<file path="config.mk">
export PLATFORM = sky130hd
export DESIGN_NAME = mipi_csi_tx_packet_encoder_8b2lane
export DESIGN_NICKNAME = d
export VERILOG_FILES = /design/src/rtl/mipi_csi_tx_packet_encoder_8b2lane.sv
export SDC_FILE = /design/constraint.sdc
export NUM_CORES = 1
export LEC_CHECK = 0
export CORE_ASPECT_RATIO = 0.7
export CORE_MARGIN = 1.5
export CORE_UTILIZATION = 55
export DETAILED_ROUTE_END_ITERATION = 10
export GPL_TIMING_DRIVEN = 1
export MAX_ROUTING_LAYER = met4
export PLACE_DENSITY = 0.86
export SLEW_MARGIN = 20
export SYNTH_ARGS = -nofsm -noshare
export SYNTH_HDL_FRONTEND = slang
export SYNTH_SLANG_ARGS = --single-unit
</file>
<file path="constraint.sdc">
create_clock -name clk_i -period 6.3 [get_ports clk_i]
set_input_delay 1.26 -clock clk_i [delete_from_list [all_inputs] [get_ports clk_i]]
set_output_delay 1.26 -clock clk_i [all_outputs]
set_load 0.05 [all_outputs]
</file>
<file path="src/rtl/mipi_csi_tx_packet_encoder_8b2lane.sv">
// ---------------------------------------------------------------------------
// mipi_csi_tx_packet_encoder_8b2lane
//
// Builds MIPI CSI-2 packets for a two-lane, 8-bit-per-lane byte interface.
// Each accepted request emits a sync word, a two-cycle packet header with
// Hamming ECC, an optional payload streamed from data_i, a 16-bit footer on
// long packets, and one idle gap cycle. All outputs are registered.
//
// Optional feature: define MIPI_CSI_TX_CRC_EN to build the CRC-16 footer
// generator. Without it the footer is sent as 0x0000 with identical timing.
//
// Ports
//   clk_i              byte clock, rising edge
//   reset_n_i          asynchronous active-low reset
//   packet_start_i     one-cycle request, taken only while idle
//   packet_type_i[5:0] CSI-2 data type (0x00-0x0F short, else long)
//   virtual_channel_i  virtual channel
//   packet_length_i    long: word count in bytes (must be even); short: data
//   data_i[15:0]       payload beat, [7:0] lane 0 (earlier byte), [15:8] lane 1
//   data_ready_o       data_i is consumed this cycle
//   data_o[15:0]       lane bytes, [7:0] lane 0, [15:8] lane 1
//   output_valid_o     data_o carries a burst byte pair
//   busy_o             packet in progress (acceptance through gap)
//   error_o            one-cycle pulse for a rejected request
// ---------------------------------------------------------------------------
module mipi_csi_tx_packet_encoder_8b2lane (
  input  logic        clk_i,
  input  logic        reset_n_i,
  input  logic        packet_start_i,
  input  logic [5:0]  packet_type_i,
  input  logic [1:0]  virtual_channel_i,
  input  logic [15:0] packet_length_i,
  input  logic [15:0] data_i,
  output logic        data_ready_o,
  output logic [15:0] data_o,
  output logic        output_valid_o,
  output logic        busy_o,
  output logic        error_o
);

  typedef enum logic [2:0] {
    IDLE, SYNC, HDR0, HDR1, PAYLOAD, FOOT, GAP
  } state_t;

  state_t      state;
  state_t      nxt_state;

  // Packet fields captured at acceptance.
  logic [5:0]  dt;
  logic [1:0]  vc;
  logic [15:0] wc;
  logic [14:0] cnt;

  logic        long_pkt;
  logic        req_long;
  logic        accept;
  logic        consume;
  logic [7:0]  data_id;
  logic [7:0]  ecc;
  logic [15:0] footer;

  logic [15:0] nxt_data;
  logic        nxt_valid;
  logic        nxt_ready;
  logic        nxt_busy;
  logic        nxt_error;

  // Each ECC parity bit is the XOR of the header bits selected by its mask;
  // header bit order is {WC msb, WC lsb, DataID}.
  function automatic logic [7:0] ecc_calc(input logic [23:0] h);
    ecc_calc = {2'b00,
                ^(h & 24'hEFFC00),
                ^(h & 24'hDF03F0),
                ^(h & 24'hB8E38E),
                ^(h & 24'h749A6D),
                ^(h & 24'hF2555B),
                ^(h & 24'hF12CB7)};
  endfunction

  assign long_pkt = |dt[5:4];
  assign req_long = |packet_type_i[5:4];
  assign data_id  = {vc, dt};
  assign ecc      = ecc_calc({wc, data_id});
  // The registered ready flag marks exactly the cycles in which data_i is taken.
  assign consume  = data_ready_o;

`ifdef MIPI_CSI_TX_CRC_EN
  logic [15:0] crc;

  // Reflected CCITT polynomial, LSB first. Bits 0..7 are the lane-0 byte and
  // bits 8..15 the lane-1 byte, so walking the word from bit 0 upward gives
  // the required lane-0-then-lane-1 order in one cycle.
  function automatic logic [15:0] crc_pair(input logic [15:0] c,
                                           input logic [15:0] d);
    logic [15:0] r;
    logic        fb;
    r = c;
    for (int i = 0; i < 16; i++) begin
      fb = r[0] ^ d[i];
      r  = r >> 1;
      if (fb) r = r ^ 16'h8408;
    end
    return r;
  endfunction

  always_ff @(posedge clk_i or negedge reset_n_i) begin
    if (!reset_n_i)   crc <= 16'hFFFF;
    else if (accept)  crc <= 16'hFFFF;
    else if (consume) crc <= crc_pair(crc, data_i);
  end

  assign footer = crc;
`else
  assign footer = 16'h0000;
`endif

  always_ff @(posedge clk_i or negedge reset_n_i) begin
    if (!reset_n_i) state <= IDLE;
    else            state <= nxt_state;
  end

  always_comb begin
    nxt_state = state;
    nxt_data  = 16'h0000;
    nxt_valid = 1'b0;
    nxt_ready = 1'b0;
    nxt_busy  = 1'b1;
    nxt_error = 1'b0;
    accept    = 1'b0;
    case (state)
      IDLE: begin
        nxt_busy = 1'b0;
        if (packet_start_i) begin
          if (!req_long || !packet_length_i[0]) begin
            accept    = 1'b1;
            nxt_state = SYNC;
            nxt_data  = 16'hB8B8;
            nxt_valid = 1'b1;
            nxt_busy  = 1'b1;
          end else begin
            nxt_error = 1'b1;
          end
        end
      end
      SYNC: begin
        nxt_state = HDR0;
        nxt_data  = {wc[7:0], data_id};
        nxt_valid = 1'b1;
      end
      HDR0: begin
        nxt_state = HDR1;
        nxt_data  = {ecc, wc[15:8]};
        nxt_valid = 1'b1;
        // Ready rises together with HDR1 so the first beat lands right after it.
        nxt_ready = long_pkt && (cnt != 15'd0);
      end
      HDR1, PAYLOAD: begin
        nxt_valid = 1'b1;
        if (consume) begin
          nxt_state = PAYLOAD;
          nxt_data  = data_i;
          nxt_ready = (cnt != 15'd1);
        end else if (long_pkt) begin
          nxt_state = FOOT;
          nxt_data  = footer;
        end else begin
          nxt_state = GAP;
          nxt_valid = 1'b0;
        end
      end
      FOOT: begin
        nxt_state = GAP;
      end
      GAP: begin
        nxt_state = IDLE;
        nxt_busy  = 1'b0;
      end
      default: begin
        nxt_state = IDLE;
        nxt_busy  = 1'b0;
      end
    endcase
  end

  // Output stage and packet field capture.
  always_ff @(posedge clk_i or negedge reset_n_i) begin
    if (!reset_n_i) begin
      data_o         <= 16'h0000;
      output_valid_o <= 1'b0;
      data_ready_o   <= 1'b0;
      busy_o         <= 1'b0;
      error_o        <= 1'b0;
      dt             <= 6'd0;
      vc             <= 2'd0;
      wc             <= 16'd0;
      cnt            <= 15'd0;
    end else begin
      data_o         <= nxt_data;
      output_valid_o <= nxt_valid;
      data_ready_o   <= nxt_ready;
      busy_o         <= nxt_busy;
      error_o        <= nxt_error;
      if (accept) begin
        dt  <= packet_type_i;
        vc  <= virtual_channel_i;
        wc  <= packet_length_i;
        cnt <= packet_length_i[15:1];
      end else if (consume) begin
        cnt <= cnt - 15'd1;
      end
    end
  end

endmodule

</file>
==> results.toml <==
[sta]
tightest_slew_ns = 0.754
rsz0062_at_grt = "false"
final.setup_skew_ns = 0.00894
clock.fmax_mhz = 330
setup_viol_count_final = 0
timing.hold.ws_ns = 0.537
min_period_ns = 3.03
drv_slew = 0
period_share = 0.481
maxSlewHeadroom = 0.497
tns_ns = 0
fin_ws_ns = 3.27
finalHoldViolations = 0

[critical_path]
required_ns = 5.04
critical_path_class = "reg -> out"
crit_fanout = 11
cp_cell_sequence = "clkdlybuf4s50_1"
critPathMaxStageDelay_ns = 0.88
startpoint_type = "flip-flop"
cpMaxStageDelayCell = "clkdlybuf4s50_1"
arrival_ns = 1.77
crit_path_end_kind = "primary output"
cp_num_buf_inv = 1
path_delay_family = "buffers and inverters"

[floorplan]
start_util = 0.568
fp.coreArea_mm2 = 0.00570
fp.dieW_um = 94.7
die_area_mm2 = 0.00636
chipHeight_um = 67.2
row_count = 23
ios = 63

[final_layout]
layout-drive-gt1-share = 0.0660
syn2layout_area_growth_pct = 25.6
n_fill_cell = 417
final_cell_mix = "nand2_1 (80), dfrtp_1 (62), clkdlybuf4s50_1 (61)"
final_common_cell = "nand2_1"
final-seq-area_mm2 = 0.00155
antenna_cells = 0
nNetsFinal = 421
multi_input_area_mm2 = 0.00157

[clocking]
post_cts_buffers = 0
numCtsBuffers = 9
path_clk_slew_ns = 0.06
ctsResizeCount = 0
clock_latency_ns = 0.34
htree_levels = 3
holdBufCountCts = 0
cts-root-buf = "clkbuf_8"
cts_sinks = 62
ctsLongestPathBuffers = 2
cts_tree = "built"

[synth]
avgSynthCellArea_um2 = 10.2
synthArstFlopShare = 1.00
synth.net_count = 364
synth_area_mm2 = 0.00324
synth_cell_types = 42
postSynthCellCount = 318
synthFlopType = "dfrtp_1"
synth_edf_count = 0
ys_warn_count = 0
synth_seq_cells = 62
seq_area_frac_synth = 0.480

[route]
drtIter0Drc = 175
drc = 0
route.vias.total = 2561
ant_nets = 0
viasPerCell = 5.64
wl_um = 7510
routedWlPerCell_um = 16.5
firstDrtPassIters = 5

[grt]
grt_pass1_vias = 2469
antenna_found_initial = 0
grt_overflow = 0
track_usage = 0.271
grt_max_degree = 63
grt_pass1_wl_um = 12100

[status]
status = "complete, no violations"

[power_and_ir_drop]
power_leakage_nw = 1.84
power_density_mw_per_mm2 = 658
peakVddDrop_uv = 298

[run]
drv_cap = 0

[place]
dp_hpwl_um = 5230
pre_cts_slack_ns = 2.67
io_buffers = 62
gp_congestion = 0.902

[min_path]
hp-class = "reg -> reg"
==> flip-flops by register name (all words and copies together) (netlist names) <==
register and cells:
vc 2, state 3, wc 16, data_o 16, data_ready_o 1, busy_o 1, cnt 15, error_o 1
dt 6, output_valid_o 1
==> power by group <==
group | leakage, nW | internal (mW) | switching [mW]
registers | 0.771 | 0.581 | 0.215
clock network | 0.0865 | 0.162 | 0.143
logic | 0.983 | 0.851 | 0.721
total | 1.84 | 1.59 | 1.08
==> cell families (layout without fill, tap and decap cells) <==
kind of cell               after synthesis  in the layout  share of synthesized area
AOI/OAI and AO/OA                       52             52                      0.112
xor gates and xnor gates                52             52                      0.192
adders and majority gates                3              3                     0.0116
buffers and inverters                   30             91                     0.0375
DFF                                     62             62                      0.480
and+or+nand+nor                        119            119                      0.167
==> stage by stage <==
stage          cell area [µm²]  std cells  utilization  total power [mW]
3_3_place_gp              3890        439        0.683              2.29
6_report                  4060        454        0.713              2.67
2_1_floorplan             3240        318            -              2.00
5_1_grt                   4060        454        0.713              2.85
3_5_place_dp              3890        439        0.683              2.33
4_1_cts                   4060        454        0.713              2.66
==> layout make-up <==
cell class / instances / area share
Clock buffer: 14 / 0.0400
Clock inverter: 1 / 0.00123
Inverter: 10 / 0.00924
Multi-Input combinational cell: 226 / 0.386
Sequential cell: 62 / 0.382
Tap cell: 75 / 0.0231
Timing Repair Buffer: 66 / 0.159
==> tightest hold or removal path, cell delays in order, from the launching register on <==
cell,delay (ns)
dfrtp_1,0.35
a221oi_1,0.08
nand2_1,0.07
==> synthesized netlist by cell type, types with 2 or more instances <==
master | count | area share
nand2_1 | 80 | 0.093
dfrtp_1 | 62 | 0.48
xnor2_1 | 35 | 0.095
o21ai_0 | 22 | 0.034
clkbuf_1 | 12 | 0.014
xnor3_1 | 11 | 0.077
inv_1 | 10 | 0.012
nor2_1 | 9 | 0.010
a221oi_1 | 7 | 0.019
nor3_1 | 7 | 0.011
buf_2 | 6 | 0.0093
nor4_1 | 5 | 0.0097
xor2_1 | 5 | 0.014
a222oi_1 | 4 | 0.012
a22oi_1 | 4 | 0.0093
a21oi_1 | 3 | 0.0046
a221o_1 | 3 | 0.0093
ha_1 | 3 | 0.012
nor2b_1 | 2 | 0.0039
or2_2 | 2 | 0.0039
or3_1 | 2 | 0.0039
or3b_2 | 2 | 0.0054
or4_4 | 2 | 0.0070
or4b_1 | 2 | 0.0062
==> layer usage <==
layer  routed length (µm)  share of wire  GRT usage
met2                 3470           0.46      0.409
met3                  663          0.088     0.0800
met1                 3280           0.44      0.345
met4                   95          0.013      0.112
met5                    0              0          -
==> worst paths after layout <==
check / from / endpoint / slack [ns] / cells past startpoint
worst max register to register: state[1] / output_valid_o / 4.12 / 3
worst min-delay path: dt[4] / data_o[4] / 0.54 / 2
worst min register to register: dt[4] / data_o[4] / 0.54 / 2
worst max-delay path: data_ready_o / data_ready_o / 3.27 / 1
max in group asynchronous: reset_n_i / data_o[1] / 4.72 / 2
min in group asynchronous: reset_n_i / state[1] / 1.09 / 2
Power figures use the tool's default switching activity.
